### config.mk
export PLATFORM = sky130hd
export DESIGN_NAME = whack_scorer
export DESIGN_NICKNAME = d
export VERILOG_FILES = /design/src/rtl/whack_scorer.sv
export SDC_FILE = /design/constraint.sdc
export NUM_CORES = 1
export LEC_CHECK = 0
export CORE_ASPECT_RATIO = 0.6
export CORE_UTILIZATION = 55
export DETAILED_ROUTE_END_ITERATION = 10
export PLACE_DENSITY_LB_ADDON = 0.25
export SLEW_MARGIN = 30
export SYNTH_ARGS = -nofsm -noshare
export SYNTH_HDL_FRONTEND = slang
export SYNTH_SLANG_ARGS = --single-unit
### constraint.sdc
create_clock -name clk -period 3.35 [get_ports clk]
set_input_delay 1.005 -clock clk [delete_from_list [all_inputs] [get_ports clk]]
set_output_delay 1.005 -clock clk [all_outputs]
set_load 0.005 [all_outputs]
### src/rtl/whack_scorer.sv
// Whack-a-mole judge: syncs/edge-detects buttons, scores each light window, tracks lives and game over.
// Latency: button rise to registered hit/miss is 4 clk edges; no backpressure (inputs sampled every cycle).
module whack_scorer #(
   parameter int SCORE_W    = 8,
   parameter int LIVES_INIT = 3
) (
   input  logic               clk,
   input  logic               reset,
   input  logic               start,
   input  logic [8:0]         lights,
   input  logic [3:0]         position,
   input  logic [8:0]         buttons,
   output logic [SCORE_W-1:0] score,
   output logic [2:0]         lives,
   output logic               hit,
   output logic               miss,
   output logic               playing,
   output logic               game_over
);

   typedef enum logic [2:0] {
      S_IDLE,
      S_WAIT_ON,
      S_ARMED,
      S_DONE,
      S_OVER
   } state_t;

   localparam logic [SCORE_W-1:0] SCORE_MAX = '1;
   localparam logic [2:0]         LIVES_LD  = 3'(LIVES_INIT);

   logic [8:0]         sync1_q, sync2_q, sync3_q, press_q;
   state_t             state_q, state_d;
   logic [SCORE_W-1:0] score_q, score_d;
   logic [2:0]         lives_q, lives_d;
   logic               hit_q, hit_d;
   logic               miss_q, miss_d;
   logic               win, sel, correct, lose;

   // Press is registered so a press appears one cycle after edge N+2 of the button rise.
   always_ff @(posedge clk or negedge reset) begin
      if (!reset) begin
         sync1_q <= '0;
         sync2_q <= '0;
         sync3_q <= '0;
         press_q <= '0;
      end else begin
         sync1_q <= buttons;
         sync2_q <= sync1_q;
         sync3_q <= sync2_q;
         press_q <= sync2_q & ~sync3_q;
      end
   end

   assign win     = |lights;
   assign sel     = |press_q;
   assign correct = (position <= 4'd8) && (press_q == (9'd1 << position));

   always_comb begin
      state_d = state_q;
      score_d = score_q;
      lives_d = lives_q;
      hit_d   = 1'b0;
      miss_d  = 1'b0;
      lose    = 1'b0;
      case (state_q)
         S_IDLE, S_OVER: begin
            if (start) begin
               score_d = '0;
               lives_d = LIVES_LD;
               state_d = S_WAIT_ON;
            end
         end
         S_WAIT_ON: begin
            if (win) state_d = S_ARMED;
         end
         S_ARMED: begin
            if (!win) begin
               lose    = 1'b1;
               state_d = S_WAIT_ON;
            end else if (sel) begin
               if (correct) begin
                  hit_d = 1'b1;
                  if (score_q != SCORE_MAX) score_d = score_q + 1'b1;
               end else begin
                  lose = 1'b1;
               end
               state_d = S_DONE;
            end
         end
         S_DONE: begin
            if (!win) state_d = S_WAIT_ON;
         end
         default: state_d = S_IDLE;
      endcase
      // Losing the last life overrides whichever branch was taken.
      if (lose) begin
         miss_d  = 1'b1;
         lives_d = lives_q - 3'd1;
         if (lives_q == 3'd1) state_d = S_OVER;
      end
   end

   always_ff @(posedge clk or negedge reset) begin
      if (!reset) begin
         state_q <= S_IDLE;
         score_q <= '0;
         lives_q <= '0;
         hit_q   <= 1'b0;
         miss_q  <= 1'b0;
      end else begin
         state_q <= state_d;
         score_q <= score_d;
         lives_q <= lives_d;
         hit_q   <= hit_d;
         miss_q  <= miss_d;
      end
   end

   assign score     = score_q;
   assign lives     = lives_q;
   assign hit       = hit_q;
   assign miss      = miss_q;
   assign playing   = (state_q == S_WAIT_ON) || (state_q == S_ARMED) || (state_q == S_DONE);
   assign game_over = (state_q == S_OVER);

endmodule
==> metrics.txt, run 1 <==
status finished, final reports clean; Gate Count Post-Synth 176; vias per cell 5.66; synth cell count leaders dfrtp_1 (52), nor2_1 (18), nand2_1 (11), nor2b_1 (11), a21oi_1 (8); hpwl dp 2800 um; post-CTS resize count 0; R2R Path End score[5]; count leader, synth dfrtp_1; met2 wire len 1860 um; CP Capture Type register; mapped cell area 0.00215 mm2; Max Root-Sink Buffers 2; Clock Skew 6.09 ps; CTS root buf clkbuf_8; post-synth top area cell dfrtp_1; # DRC 0; DR iter-0 viols 161; Min-Delay Path Class reg2reg; Storage cell area 0.00130 mm2; overall power 1.73 mW; Distinct cells, synth 49; Fill cells 257; Slew HR 0.570; Detailed Route WL 4040 um; H-tree lvl count 2; Tightest Pin Transition 644 ps; cells on worst reg2reg path 8; MaxCap Viol Count 0; IO Pins 40; share of layout cells above drive strength 1 0.108; FP Rows 17; ANT nets after route 0; crit share post-route 0.951; Multi-input gate area 787 um2; Post-CTS Setup Inserts 0; largest net degree at the start of global routing 53; dominant cells by area after synthesis dfrtp_1 (61%), nor2b_1 (3.2%), nor2_1 (3.1%); syn_area_per_cell 12.2 um2; crit path launch type input port; sequential-to-total area share from yosys stat 0.606; Hold EP sync2_q[5]; vias in the first global route 1569; Min-Delay Path Depth 0; synth-to-layout area growth 25.6%; Final Hold Viols 0; utilization after layout 0.729; worst r2r src score[0]; met3 WL 319 um; CP Data Arrival Time 3380 ps; placed insts 262; syn nets 204; Finished Layout Cells 270; starting density of the core 0.580; first-pass GRT wire length 6850 um; die height 50.4 um; hold_buf cts 0; unrepaired setup endpoints after global routing no; Synth top area share 0.606; number of CTS-inserted buffers 5; Max Slew Vio Count 0; fraction of registers with async set/reset 1.00; clk_lat worst skew 300 ps; M1 wire length 1810 um; core area 0.00370 mm2; ys flop type dfrtp_1; Top Layer Used met4; initial antenna violation count 0; Seq cells post-synth 52; Crit Path Category in2reg; FF-to-FF setup slack 1090 ps; count of final setup violators 0; Sink Count 52; pwr/cell area 641 mW/mm2; setup TNS 0 ps; clock slew at reported path FFs 100 ps; GP Congestion 0.833; number of flops mapped to enable cells by yosys 0; Max Fclk 314 MHz; Setup WS pre-CTS -56.2 ps; Leak 1.22 nW; TritonCTS clock tree built; Die W 82.7 um; port bufs 39; drt first pass iters 4; nets 250; Die Footprint 0.00417 mm2; # diodes 0; Critical Path Fanout Max 11; CP required 3540 ps; min cycle time layout 3180 ps; Overflow after GRT 0; Syn. warnings 0; HP Start sync1_q[5]; Vias 1527; VDD IR max 0.391 mV; DR WL/cell 15.0 um; Final Worst Setup Slack 165 ps; Total GRT Usage 0.228
## layout by cell type, fill, tap and decap left out, types with 2 or more instances in the layout
| cell type | n |
|---|---|
| dfrtp_1 | 52 |
| clkdlybuf4s50_1 | 38 |
| nor2_1 | 18 |
| nand2_1 | 11 |
| nor2b_1 | 11 |
| a21oi_1 | 8 |
| inv_1 | 6 |
| clkbuf_8 | 5 |
| buf_4 | 4 |
| nor3_1 | 3 |
| o21ai_0 | 3 |
| nand2b_1 | 3 |
| nor3b_1 | 3 |
| nand4_1 | 3 |
| a31o_1 | 3 |
| mux2i_1 | 3 |
| ha_1 | 3 |
| nor4bb_1 | 2 |
| a211o_1 | 2 |
| and4bb_2 | 2 |
| nand3_1 | 2 |
| nor4_1 | 2 |
| a21o_1 | 2 |
| and3_1 | 2 |
| a31oi_1 | 2 |
| a41o_1 | 2 |
## metrics by stage
stage | area [um2] | hold WS, ps
2_1_floorplan | 2150 | 331
3_3_place_gp | 2580 | 332
3_5_place_dp | 2580 | 335
4_1_cts | 2700 | 357
5_1_grt | 2700 | 367
6_report | 2700 | 354
## cell families after synthesis
| logic type | Yosys count | share of synthesized area |
|---|---|---|
| AOI/OAI and AO/OA | 32 | 0.118 |
| adders and majority gates | 3 | 0.0175 |
| DFF | 52 | 0.606 |
| and+or+nand+nor | 73 | 0.203 |
| xor gates and xnor gates | 2 | 0.00816 |
| buffers and inverters | 10 | 0.0280 |
| muxes | 4 | 0.0192 |
## state kept, by name, indices dropped and copies added, names as in the netlist
register,flops
sync3_q,9
score,8
lives,3
state_q,3
press_q,9
miss,1
sync2_q,9
sync1_q,9
hit,1
## metal layers
layer  vias up  global-route usage
met4         0              0.0833
met5         -                   0
met1       738               0.296
met3         6              0.0691
met2        64               0.362
li1        719                   -
## worst max-delay path: stages
cell and delay (ps):
clkdlybuf4s50_1 700, nor4bb_1 380, o21ai_0 150, a22oi_2 180, o2111ai_2 210, o21ai_2 220
buf_4 200, a31oi_1 100, a41o_1 230
## power by group
group	internal (mW)	total (mW)	switching [mW]
combinational	0.262	0.510	0.249
clock	0.226	0.432	0.205
sequential	0.713	0.787	0.0736
## final cells by class
class                   instances  area share
clock buffers                   5      0.0255
clock inverters                 3      0.0172
inverters                       7     0.00974
multi-input cells             114       0.292
flip-flops and latches         52       0.482
well taps                      47      0.0218
repair buffers                 42       0.152
## how the worst max path moves through the flow
| stage | from | depth (start not counted) | slack, ps | end |
|---|---|---|---|---|
| 2_1_floorplan | position[0] | 8 | 690 | score[0] |
| 3_3_place_gp | position[0] | 8 | 130 | score[2] |
| 3_5_place_dp | position[0] | 8 | -60 | state_q[1] |
| 4_1_cts | position[0] | 9 | 220 | score[2] |
| 5_1_grt | position[0] | 9 | 30 | score[2] |
| 6_report | position[0] | 9 | 170 | score[2] |
Note: power is estimated with default switching activity, not from simulation.
==> run 2: changes to the inputs <==
Settings changed: CORE_UTILIZATION 55 to 51.
Clock period 3.35 ns to 3.1 ns, I/O delays scaled along.
==> run 2 against run 1 <==
  * Clock power is 7.2% higher
  * Critical path depth stayed put
  * Clock-buffer cell count is 1 higher
  * Clock skew is 3.1 ps higher
  * Global-route usage is 3.2 points lower
  * Final cell count is 6.3% higher
  * Critical path type unchanged
==> metrics.txt, run 2 (same netlist as run 1, synthesis figures left out) <==
largest net degree at the start of global routing 20; H-tree lvl count 2; Total GRT Usage 0.196; Slew HR 0.543; drt first pass iters 4; FF-to-FF setup slack 850 ps; crit path launch type input port; starting density of the core 0.558; Crit Path Category in2reg; Max Fclk 340 MHz; NetSw 574 uW; Tightest Pin Transition 685 ps; crit share post-route 0.949; Leak 1.26 nW; Die W 85.8 um; DR WL/cell 13.8 um; Storage cell area 0.00130 mm2; min cycle time layout 2940 ps; Multi-input gate area 792 um2; CP Capture Type register; Min-Delay Path Class reg2reg; Fill cells 270; # diodes 0; CP top delay family buffers and inverters; commonest non-fill, non-tap cell in the layout dfrtp_1; hpwl dp 2870 um; Max Slew Vio Count 0; internal power 1.32 mW; GP Congestion 0.882; Detailed Route WL 3950 um; Overflow after GRT 0; dominant cell type by count on the critical path buf_4; hold_buf cts 0; Max Root-Sink Buffers 2; Die Footprint 0.00448 mm2; M1 GR Usage 0.265; clock slew at reported path FFs 90 ps; clk_lat worst skew 300 ps; Final Hold Viols 0; overall power 1.89 mW; Final Worst Setup Slack 157 ps; Clock Skew 9.18 ps; M2 GR Usage 0.313; busiest grt layer met2; pwr/cell area 685 mW/mm2; CP required 3300 ps; IO Pins 40; synth-to-layout area growth 28.7%; CP max stage delay 540 ps; number of CTS-inserted buffers 5; CP Data Arrival Time 3140 ps; CP max stage cell clkdlybuf4s50_1; Sink Count 52; DR iter-0 viols 75; Min-Delay Path Depth 0; Buf+Inv Stages, Crit Path 3; die height 52.3 um; setup TNS 0 ps; fin area 0.00277 mm2; share of layout cells above drive strength 1 0.135; count of final setup violators 0; placed inst area 0.00265 mm2; sw frac 0.303; met3 usage 0.0646; vias in the first global route 1390; Gate power share 0.306; nets 257; ANT nets after route 0; vias per cell 5.33; Crit path depth 9; status finished, final reports clean; clock group share of total power 0.245; VDD IR max 0.379 mV; MaxCap Viol Count 0; Critical Path Fanout Max 8; most frequent cells in the layout dfrtp_1 (52), clkdlybuf4s50_1 (37), nor2_1 (18), nand2_1 (11), nor2b_1 (11); Vias 1531; unrepaired setup endpoints after global routing no; cells on worst reg2reg path 8; FP Rows 17; # DRC 0; crit-path cells clkdlybuf4s50_1, buf_4, nor4b_1, o21a_1, o2111ai_2, buf_4, a22oi_4, mux2i_1, a21o_1; TritonCTS clock tree built; sequential share of power 0.449; core area 0.00385 mm2; first-pass GRT wire length 6490 um; initial antenna violation count 0; Setup WS pre-CTS -127 ps; CTS root buf clkbuf_8; port bufs 39
==> run 2: timing repair <==
| action | 4_1_cts | 5_1_grt |
|---|---|---|
| setup buffers | 0 | 0 |
| resized for setup | 0 | 2 |
| setup endpoints to repair | 0 | 6 |
==> run 2: power by group through the flow <==
stage               registers, mW  clock network (mW)  logic (mW)
floorplan                   0.854                   0       0.317
global placement            0.856                   0       0.547
detailed placement          0.864                   0       0.575
CTS                         0.850               0.469       0.582
global route                0.863               0.500       0.636
finish                      0.850               0.463       0.579
==> run 2: cell type report <==
cell class / count / area share
Clock buffer: 6 / 0.0262
Clock inverter: 2 / 0.0140
Inverter: 7 / 0.00950
Multi-Input combinational cell: 114 / 0.286
Sequential cell: 52 / 0.471
Tap cell: 57 / 0.0258
Timing Repair Buffer: 49 / 0.167
==> run 2: per-layer routing <==
layer,vias up,part of all wire,wire [um]
met2,54,0.46,1820
met3,7,0.057,226
met5,-,0,0
met1,736,0.47,1860
met4,0,0.011,42
li1,734,-,-
==> run 2: path summary, 6_finish.rpt <==
check | start | endpoint
max | position[1] | lives[2]
min | sync1_q[0] | sync2_q[0]
max reg2reg | score[0] | score[3]
min reg2reg | sync1_q[0] | sync2_q[0]
max in group asynchronous | reset | score[1]
min in group asynchronous | reset | sync1_q[5]
==> run 2: per-stage QoR <==
stage / std cells / hold WS, ps / utilization
floorplan: 176 / 331 / -
global placement: 279 / 332 / 0.687
detailed placement: 279 / 336 / 0.687
CTS: 287 / 358 / 0.716
global route: 287 / 363 / 0.718
finish: 287 / 355 / 0.718
==> run 3: changes to the inputs <==
Settings changed: SKIP_CTS_REPAIR_TIMING set to 1.
==> results of run 3 <==
Final layout, timing and power as in run 2 (identical DEF).
